[config.mk]
export PLATFORM = sky130hd
export DESIGN_NAME = m68k_bus_master
export DESIGN_NICKNAME = d
export VERILOG_FILES = /design/src/rtl/m68k_bus_pkg.sv /design/src/rtl/m68k_bus_master_dtack_sync.sv /design/src/rtl/m68k_bus_master.sv
export SDC_FILE = /design/constraint.sdc
export NUM_CORES = 1
export LEC_CHECK = 0
export CAP_MARGIN = 10
export CORE_UTILIZATION = 46
export CTS_BUF_LIST = sky130_fd_sc_hd__clkbuf_16
export DETAILED_ROUTE_END_ITERATION = 8
export HOLD_SLACK_MARGIN = 0.12
export PLACE_DENSITY = 0.95
export SLEW_MARGIN = 20
export SYNTH_ARGS = -nofsm -noshare
export SYNTH_HDL_FRONTEND = slang
export SYNTH_HIERARCHICAL = 1
export SYNTH_SLANG_ARGS = --single-unit
[constraint.sdc]
create_clock -name Clk -period 5 [get_ports Clk]
set_clock_uncertainty 0.15 [all_clocks]
set_input_delay 0.75 -clock Clk [delete_from_list [all_inputs] [get_ports Clk]]
set_output_delay 0.75 -clock Clk [all_outputs]
set_load 0.005 [all_outputs]
[src/rtl/m68k_bus_pkg.sv]
// Shared types and constants for the 68000-style bus initiator.
package m68k_bus_pkg;

  typedef enum logic [1:0] {
    IDLE    = 2'd0,
    SETUP   = 2'd1,
    STROBE  = 2'd2,
    RELEASE = 2'd3
  } state_e;

  localparam logic RW_READ  = 1'b1;
  localparam logic RW_WRITE = 1'b0;

  localparam logic [1:0] BE_UPPER = 2'b10;
  localparam logic [1:0] BE_LOWER = 2'b01;
  localparam logic [1:0] BE_WORD  = 2'b11;

  // A request with no byte lanes selected is treated as a full-word access.
  function automatic logic [1:0] promote_be(input logic [1:0] be);
    return (be == 2'b00) ? BE_WORD : be;
  endfunction

endpackage

[src/rtl/m68k_bus_master_dtack_sync.sv]
// Two-flop synchronizer for the active-low DTACK input; both stages reset
// to the negated level so a fresh reset never looks like an acknowledge.
module dtack_sync (
  input  logic Clk,
  input  logic Reset_H,
  input  logic async_l,
  output logic sync_l
);

  logic meta_q, meta_d;
  logic sync_q, sync_d;

  // Next-state: shift the raw input through two stages.
  always_comb begin
    meta_d = async_l;
    sync_d = meta_q;
  end

  // Register both stages with synchronous reset to 1.
  always_ff @(posedge Clk) begin
    if (Reset_H) begin
      meta_q <= 1'b1;
      sync_q <= 1'b1;
    end else begin
      meta_q <= meta_d;
      sync_q <= sync_d;
    end
  end

  assign sync_l = sync_q;

endmodule

[src/rtl/m68k_bus_master.sv]
// Single-channel 68000-style asynchronous bus initiator.
// Runs one AS/UDS/LDS cycle per accepted client request, waits for DTACK,
// reports completion with a one-cycle Done pulse and flags a bus error on
// timeout. Define M68K_BUS_MASTER_DTACK_SYNC_EN to pass DtackIn_L through a
// 2-flop synchronizer when the responder is not synchronous to Clk.
module m68k_bus_master
  import m68k_bus_pkg::*;
#(
  parameter int ADDR_W         = 23,
  parameter int DATA_W         = 16,
  parameter int SETUP_CYCLES   = 1,
  parameter int TIMEOUT_CYCLES = 255
) (
  input  logic              Clk,
  input  logic              Reset_H,
  input  logic              ReqValid_H,
  output logic              ReqReady_H,
  input  logic              ReqWrite_H,
  input  logic [ADDR_W-1:0] ReqAddress,
  input  logic [1:0]        ReqByteEn,
  input  logic [DATA_W-1:0] ReqWriteData,
  output logic              Done_H,
  output logic              BusError_H,
  output logic [DATA_W-1:0] ReadData,
  output logic [ADDR_W-1:0] AddressOut,
  output logic              RW_L,
  output logic              AS_L,
  output logic              UDS_L,
  output logic              LDS_L,
  output logic [DATA_W-1:0] DataOut,
  output logic              DataOutEnable_H,
  input  logic [DATA_W-1:0] DataIn,
  input  logic              DtackIn_L
);

  localparam int SC_W = $clog2(SETUP_CYCLES + 1);
  localparam int TO_W = $clog2(TIMEOUT_CYCLES + 1);

  logic dtack_l;

`ifdef M68K_BUS_MASTER_DTACK_SYNC_EN
  dtack_sync u_dtack_sync (
    .Clk     (Clk),
    .Reset_H (Reset_H),
    .async_l (DtackIn_L),
    .sync_l  (dtack_l)
  );
`else
  assign dtack_l = DtackIn_L;
`endif

  state_e            state_q, state_d;
  logic [SC_W-1:0]   setup_cnt_q, setup_cnt_d;
  logic [TO_W-1:0]   to_cnt_q, to_cnt_d, to_cnt_inc;
  logic [1:0]        be_q, be_d;
  logic              req_ready_q, req_ready_d;
  logic              done_q, done_d;
  logic              bus_err_q, bus_err_d;
  logic [DATA_W-1:0] read_data_q, read_data_d;
  logic [ADDR_W-1:0] addr_q, addr_d;
  logic              rw_l_q, rw_l_d;
  logic              as_l_q, as_l_d;
  logic              uds_l_q, uds_l_d;
  logic              lds_l_q, lds_l_d;
  logic [DATA_W-1:0] data_out_q, data_out_d;
  logic              data_oe_q, data_oe_d;

  assign to_cnt_inc = to_cnt_q + TO_W'(1);

  // Next-state and next-output logic for the bus cycle FSM.
  always_comb begin
    // NOTE: every _d starts from its held value so no path leaves a signal
    // unassigned, which would otherwise infer a latch.
    state_d     = state_q;
    setup_cnt_d = setup_cnt_q;
    to_cnt_d    = to_cnt_q;
    be_d        = be_q;
    req_ready_d = req_ready_q;
    done_d      = 1'b0;
    bus_err_d   = 1'b0;
    read_data_d = read_data_q;
    addr_d      = addr_q;
    rw_l_d      = rw_l_q;
    as_l_d      = as_l_q;
    uds_l_d     = uds_l_q;
    lds_l_d     = lds_l_q;
    data_out_d  = data_out_q;
    data_oe_d   = data_oe_q;

    case (state_q)
      IDLE: begin
        if (ReqValid_H && req_ready_q) begin
          addr_d      = ReqAddress;
          rw_l_d      = ReqWrite_H ? RW_WRITE : RW_READ;
          be_d        = promote_be(ReqByteEn);
          data_out_d  = ReqWrite_H ? ReqWriteData : data_out_q;
          data_oe_d   = ReqWrite_H;
          setup_cnt_d = '0;
          req_ready_d = 1'b0;
          state_d     = SETUP;
        end
      end

      // The accept edge already drives address/RW/data; AS_L follows after
      // SETUP_CYCLES further cycles of stable address.
      SETUP: begin
        if (setup_cnt_q == SC_W'(SETUP_CYCLES)) begin
          as_l_d   = 1'b0;
          uds_l_d  = ~be_q[1];
          lds_l_d  = ~be_q[0];
          to_cnt_d = '0;
          state_d  = STROBE;
        end else begin
          setup_cnt_d = setup_cnt_q + SC_W'(1);
        end
      end

      // DTACK is checked before the timeout so a same-cycle tie completes
      // cleanly.
      STROBE: begin
        to_cnt_d = to_cnt_inc;
        if (!dtack_l || (to_cnt_inc == TO_W'(TIMEOUT_CYCLES))) begin
          if (!dtack_l && (rw_l_q == RW_READ)) begin
            read_data_d = DataIn;
          end
          bus_err_d = dtack_l;
          done_d    = 1'b1;
          as_l_d    = 1'b1;
          uds_l_d   = 1'b1;
          lds_l_d   = 1'b1;
          data_oe_d = 1'b0;
          to_cnt_d  = '0;
          state_d   = RELEASE;
        end
      end

      // Wait for the responder to negate DTACK before taking new work.
      RELEASE: begin
        if (dtack_l) begin
          req_ready_d = 1'b1;
          state_d     = IDLE;
        end
      end

      default: state_d = IDLE;
    endcase
  end

  // State and registered outputs; reset drops the strobes immediately.
  always_ff @(posedge Clk) begin
    // NOTE: sequential state uses non-blocking assignment so every flop
    // samples pre-edge values regardless of statement order.
    if (Reset_H) begin
      state_q     <= IDLE;
      setup_cnt_q <= '0;
      to_cnt_q    <= '0;
      be_q        <= BE_WORD;
      req_ready_q <= 1'b1;
      done_q      <= 1'b0;
      bus_err_q   <= 1'b0;
      read_data_q <= '0;
      addr_q      <= '0;
      rw_l_q      <= RW_READ;
      as_l_q      <= 1'b1;
      uds_l_q     <= 1'b1;
      lds_l_q     <= 1'b1;
      data_out_q  <= '0;
      data_oe_q   <= 1'b0;
    end else begin
      state_q     <= state_d;
      setup_cnt_q <= setup_cnt_d;
      to_cnt_q    <= to_cnt_d;
      be_q        <= be_d;
      req_ready_q <= req_ready_d;
      done_q      <= done_d;
      bus_err_q   <= bus_err_d;
      read_data_q <= read_data_d;
      addr_q      <= addr_d;
      rw_l_q      <= rw_l_d;
      as_l_q      <= as_l_d;
      uds_l_q     <= uds_l_d;
      lds_l_q     <= lds_l_d;
      data_out_q  <= data_out_d;
      data_oe_q   <= data_oe_d;
    end
  end

  assign ReqReady_H      = req_ready_q;
  assign Done_H          = done_q;
  assign BusError_H      = bus_err_q;
  assign ReadData        = read_data_q;
  assign AddressOut      = addr_q;
  assign RW_L            = rw_l_q;
  assign AS_L            = as_l_q;
  assign UDS_L           = uds_l_q;
  assign LDS_L           = lds_l_q;
  assign DataOut         = data_out_q;
  assign DataOutEnable_H = data_oe_q;

endmodule

=== Word level (Yosys, flattened, before mapping) ===
Index checks and enable logic that the tools add are counted.

* Bits in writable memories: 0
* Flip-flop bits (word level): 76
* Memory bits (read-only): 0
* Memories: 0
* Latch bits: 0
* Input bits: 62
* Output and inout bits: 63

* $lt $le $gt $ge: 0
* Eq/ne operators: 8
* Muxes and demuxes: 26
* Shifts and indexed selects: 0
* Divide/modulo/power cells: 0
* Multiply operators: 0
* Bitwise gates (word level): 4
* Reduce and logical (&&, ||, !) cells: 21
* Add/subtract/negate cells: 2

{| class="wikitable"
|+ Operators with widths
! operator !! count
|-
| $mux W8 || 2
|-
| $pmux W8 S2 || 1
|-
| $reduce_and A3 Y1 || 5
|-
| $pmux W1 S2 || 6
|-
| $mux W1 || 11
|-
| $mux W2 || 5
|-
| $add A8 B1 Y8 const B || 1
|-
| $eq A8 B8 Y1 const B || 1
|-
| $ne A2 B2 Y1 const B || 4
|-
| $pmux W2 S4 || 1
|-
| $reduce_bool A2 Y1 || 4
|-
| $reduce_and A2 Y1 || 3
|-
| $eq A2 B2 Y1 const B || 2
|-
| $logic_not A2 Y1 || 2
|-
| $not A1 Y1 || 4
|-
| $reduce_and A4 Y1 || 1
|-
| $reduce_or A3 Y1 || 1
|-
| $eq A2 B1 Y1 const B || 1
|-
| $logic_and A1 B1 Y1 || 2
|-
| $reduce_or A2 Y1 || 1
|-
| $add A1 B1 Y1 const B || 1
|-
| $logic_not A1 Y1 || 1
|-
| $logic_or A1 B1 Y1 || 1
|}

=== Longest topological paths before layout ===
* Depth after elaboration: 5
* Depth in mapped cells: 8

=== Worst setup path before layout ===
OpenSTA, ideal clock, no wires.

* Kind: register -> register
* From: register to_cnt_q[1]
* To: register uds_l_q, in the netlist UDS_L
* Stages on the path, launching flop included: 8
* Data required time: 4.730 ns
* Slack: 2.984 ns
* Arrival: 1.746 ns
* Library setup time: 0.120 ns
* Buffers on the path: 0
* Cell sequence: dfxtp_1 ha_1 and2b_2 nand2_1 o22ai_4 a21oi_2 or2_1 a211o_1

* Longest elaborated chain between the ends: 5

{| class="wikitable"
|+ RTL lines
! element !! RTL line !! RTL
|-
| start: declaration || m68k_bus_master.sv:54 || <nowiki>logic [TO_W-1:0] to_cnt_q, to_cnt_d, to_cnt_inc;</nowiki>
|-
| start signal: assignment || m68k_bus_master.sv:172 || <nowiki>to_cnt_q <= to_cnt_d;</nowiki>
|-
| $add A8 B1 Y8 || m68k_bus_master.sv:68 || <nowiki>assign to_cnt_inc = to_cnt_q + TO_W'(1);</nowiki>
|-
| $eq A8 B8 Y1 || m68k_bus_master.sv:122 || <nowiki>if (!dtack_l || (to_cnt_inc == TO_W'(TIMEOUT_CYCLES))) begin</nowiki>
|-
| $logic_or A1 B1 Y1 || m68k_bus_master.sv:122 ||
|-
| $ne A2 B2 Y1 (no line) || -- ||
|-
| $reduce_and A3 Y1 (no line) || -- ||
|-
| end signal: assignment || m68k_bus_master.sv:181 || <nowiki>uds_l_q <= uds_l_d;</nowiki>
|-
| end: declaration || m68k_bus_master.sv:63 || <nowiki>logic uds_l_q, uds_l_d;</nowiki>
|}

Every way passes these cells.
A chain may end at the register's enable or synchronous reset.

=== Worst setup path after layout ===
* From: input port ReqValid_H
* To: register data_out_q[1], in the netlist DataOut[1]

* Longest elaborated chain between the ends: 2

{| class="wikitable"
|+ RTL lines
! element !! RTL line !! RTL
|-
| start: declaration || m68k_bus_master.sv:16 || <nowiki>input logic ReqValid_H,</nowiki>
|-
| $logic_and A1 B1 Y1 || m68k_bus_master.sv:92 || <nowiki>if (ReqValid_H && req_ready_q) begin</nowiki>
|-
| $reduce_and A3 Y1 (no line) || -- ||
|-
| end signal: assignment || m68k_bus_master.sv:183 || <nowiki>data_out_q <= data_out_d;</nowiki>
|-
| end: declaration || m68k_bus_master.sv:65 || <nowiki>logic [DATA_W-1:0] data_out_q, data_out_d;</nowiki>
|}

Every way passes these cells.

==> run summary <==
Run status
• completed — outcome

Routing
• 8060 µm — routed wire length
• 0 — remaining antenna violation count
• 14.0 µm — DR WL/cell
• 5.21 — Vias/cell
• 4 — count of TritonRoute iterations in the first routing pass
• 3008 — total number of vias
• 0 — DRC violations left
• 140 — 1st-iter DRT viols

Pwr
• 1.67 nW — Static Leakage
• 0.273 mV — Peak VDD IR
• 0.00132 W — internal power
• 0.286 — Sw Share
• 0.332 — Clock power frac
• 401 nW/µm² — PwrDens
• 0.268 — fraction of power consumed by combinational cells
• 0.00184 W — total chip power
• 0.000527 W — Net Sw Power
• 0.400 — portion of total power attributed to sequential cells

Synthesis
• dfxtp_1 — most frequently used flop master after synthesis
• 76 — post-synthesis sequential element count
• 0 — async set-reset flop share out of synthesis
• 0.500 — part of the Yosys area used for sequential elements
• 6 — yosys warns
• nand2_1 (131), dfxtp_1 (76), a21oi_1 (65), clkbuf_1 (17) — most instantiated cells after synthesis
• dfxtp_1 — cell type contributing the most total cell area after synthesis
• 8.06 µm² — Mapped Avg Cell Area
• dfxtp_1 (50%), nand2_1 (16%), a21oi_1 (11%), ha_1 (2.5%), clkbuf_1 (2.1%) — Area contributors post-synth
• 44 — number of distinct library cell variants in the gate-level netlist after synthesis
• 3050 µm² — Post-Syn Area
• 446 — Syn Nets
• 378 — cell count after synthesis
• 0.500 — Yosys top cell area share
• 0 — number of enable flip-flop cells after synthesis
• nand2_1 — most instantiated library cell after synthesis

STA
• 389 MHz — maximum clock rate
• 0 — hold violation count in the final report
• 0.298 ns — Worst Hold Margin
• 1.01 ns — worst slew pin tran
• 0 — endpoints failing setup
• 0 — max-slew violations
• 2.57 ns — post-layout minimum cycle time
• 0.322 — worst rel slew slack
• false — setup repair after global routing missed its margin
• 0 ns — sum of negative setup slack
• 0.514 — share of the clock period used by the worst path after layout

CTS
• 0 — number of hold buffers added after CTS
• 76 — CTS Sinks
• 0.06 ns — clock slew at reported path FFs
• 3 — H-Tree Level Count
• 0 — number of resized instances in the post-cts repair step
• 0.33 ns — insertion delay to the later sink of the worst-skew pair
• yes — TritonCTS clock tree
• 0 — post-CTS setup buffer count
• 2 — maximum buffer depth of the clock tree
• clkbuf_16 — root buffer selected by CTS
• 9 — number of buffers added by the clock tree synthesis step

Worst setup path
• 5.09 ns — data required time of the worst path
• 2.70 ns — flop-to-flop setup slack
• 29 — critical-path maximum fanout
• flip-flop — Setup crit end kind
• primary input — launching element type of the critical path
• state_q[0] — startpoint of the worst-slack reg-to-reg timing path
• 2.66 ns — crit path DAT
• primary input to flip-flop — classification of the worst setup path
• DataOut[1] — endpoint of the lowest-slack register-to-register path
• ReqValid_H — Critical path origin
• 7 — worst-case reg-to-reg path depth

Final layout
• 564 — Final Net Count
• 51.1% — signed area change from the synthesized netlist to the final layout
• 0.0560 — fraction of final layout cells sized beyond drive strength 1
• 0 — total inserted antenna cells
• 4600 µm² — post-route design area
• 486 — count of filler cells inserted in the layout

Global routing
• 0.424 — met2 Usage GRT
• 13300 µm — global-route wire length before repair
• 0.258 — global routing met1 resource utilization
• 69 — pin count of the biggest net entering global routing
• 0.240 — Total Routing Usage GR
• 0 — GRT Residual Overflow
• 2940 — vias in the first global route
• 0 — initial antenna violation count
• 0.0696 — M3 GR Usage
• met2 — highest-utilization routing layer at the global route stage

Hold path
• AS_L — end point of the worst hold path
• flip-flop to flip-flop — Hold/Removal Path Class
• AS_L — worst min-delay path startpoint
• 1 — instance count along the most critical hold path

Floorplan
• 6950 µm² — Die Outline Area
• 0.477 — initial cell density of the core
• 83.4 µm — die width
• 29 — Rows
• 125 — num ports
• 83.4 µm — die span in y
• 6390 µm² — standard cell core area

Placed design
• 5810 µm — post-detail-place hpwl
• 0.834 — final estimated routing congestion in global placement
• 4320 µm² — post-place instance area
• 124 — number of buffers added on ports

Job
• 0 — max-capacitance violation count

==> state kept, by name, summed over array words and instances (netlist names), 2 cells and up <==
name,flops
be_q,2
AddressOut,23
state_q,2
to_cnt_q,8
DataOut,16
ReadData,16
==> area by class of cell <==
cell class / instances / area, µm² / area share
Sequential cell: 76 / 1520 / 0.331
Multi-Input combinational cell: 275 / 1420 / 0.308
Timing Repair Buffer: 126 / 1250 / 0.272
Clock buffer: 9 / 225 / 0.0490
Tap cell: 77 / 96.3 / 0.0209
Clock inverter: 6 / 57.6 / 0.0125
Inverter: 8 / 30.0 / 0.00653
==> how the worst max path moves through the flow <==
stage	endpoint	slack (ns)
after global routing	DataOut[1]	2.29
after CTS	DataOut[1]	2.45
after floorplan	UDS_L	2.98
after global placement	DataOutEnable_H	2.26
final	DataOut[1]	2.43
after detailed placement	be_q[0]	2.15
==> logic make-up (layout without fill, tap and decap cells) <==
kind of cell,Yosys count,count (layout),share of synthesized area
muxes,1,1,0.00329
and+or+nand+nor,173,173,0.249
AOI/OAI and AO/OA,93,93,0.183
xor gates and xnor gates,2,2,0.00575
adders and majority gates,6,6,0.0247
DFF,76,76,0.500
buffers and inverters,27,149,0.0345
==> metal layers <==
metal	up-vias	wire length (µm)
met5	-	0
met4	0	240
met1	1393	3170
met3	16	543
li1	1491	-
met2	108	4110
==> layout by cell type, fill, tap and decap left out, types with 3 or more instances in the layout <==
cell	n
a21o_1	3
a21oi_1	65
nor3b_1	4
clkdlybuf4s50_1	123
and2_1	3
nand3_1	5
o21ai_0	9
nand2b_1	3
ha_1	6
dfxtp_1	76
nor3_1	3
nor2_1	9
inv_1	9
a31oi_1	3
nand2_1	131
clkbuf_16	9
==> critical path: stages <==
cell and delay (ns):
clkdlybuf4s50_1 0.52, and3_1 0.17, buf_4 0.29, and2_1 0.56
nand2_1 0.15, a21oi_1 0.21
==> power groups by stage <==
stage	clock network, W	registers, W	logic (W)
6_report	0.000612	0.000738	0.000495
5_1_grt	0.000648	0.000748	0.000544
4_1_cts	0.000621	0.000738	0.000496
3_5_place_dp	0	0.000749	0.000492
3_3_place_gp	0	0.000745	0.000472
2_1_floorplan	0	0.000750	0.000241
==> stage by stage <==
| step | setup WS (ns) | utilization | instances |
|---|---|---|---|
| 3_3_place_gp | 2.26 | 0.676 | 562 |
| 4_1_cts | 2.45 | 0.720 | 577 |
| 2_1_floorplan | 2.98 | - | 378 |
| 6_report | 2.43 | 0.720 | 577 |
| 5_1_grt | 2.29 | 0.720 | 577 |
| 3_5_place_dp | 2.15 | 0.676 | 562 |
Note: power is estimated with default switching activity, not from simulation.
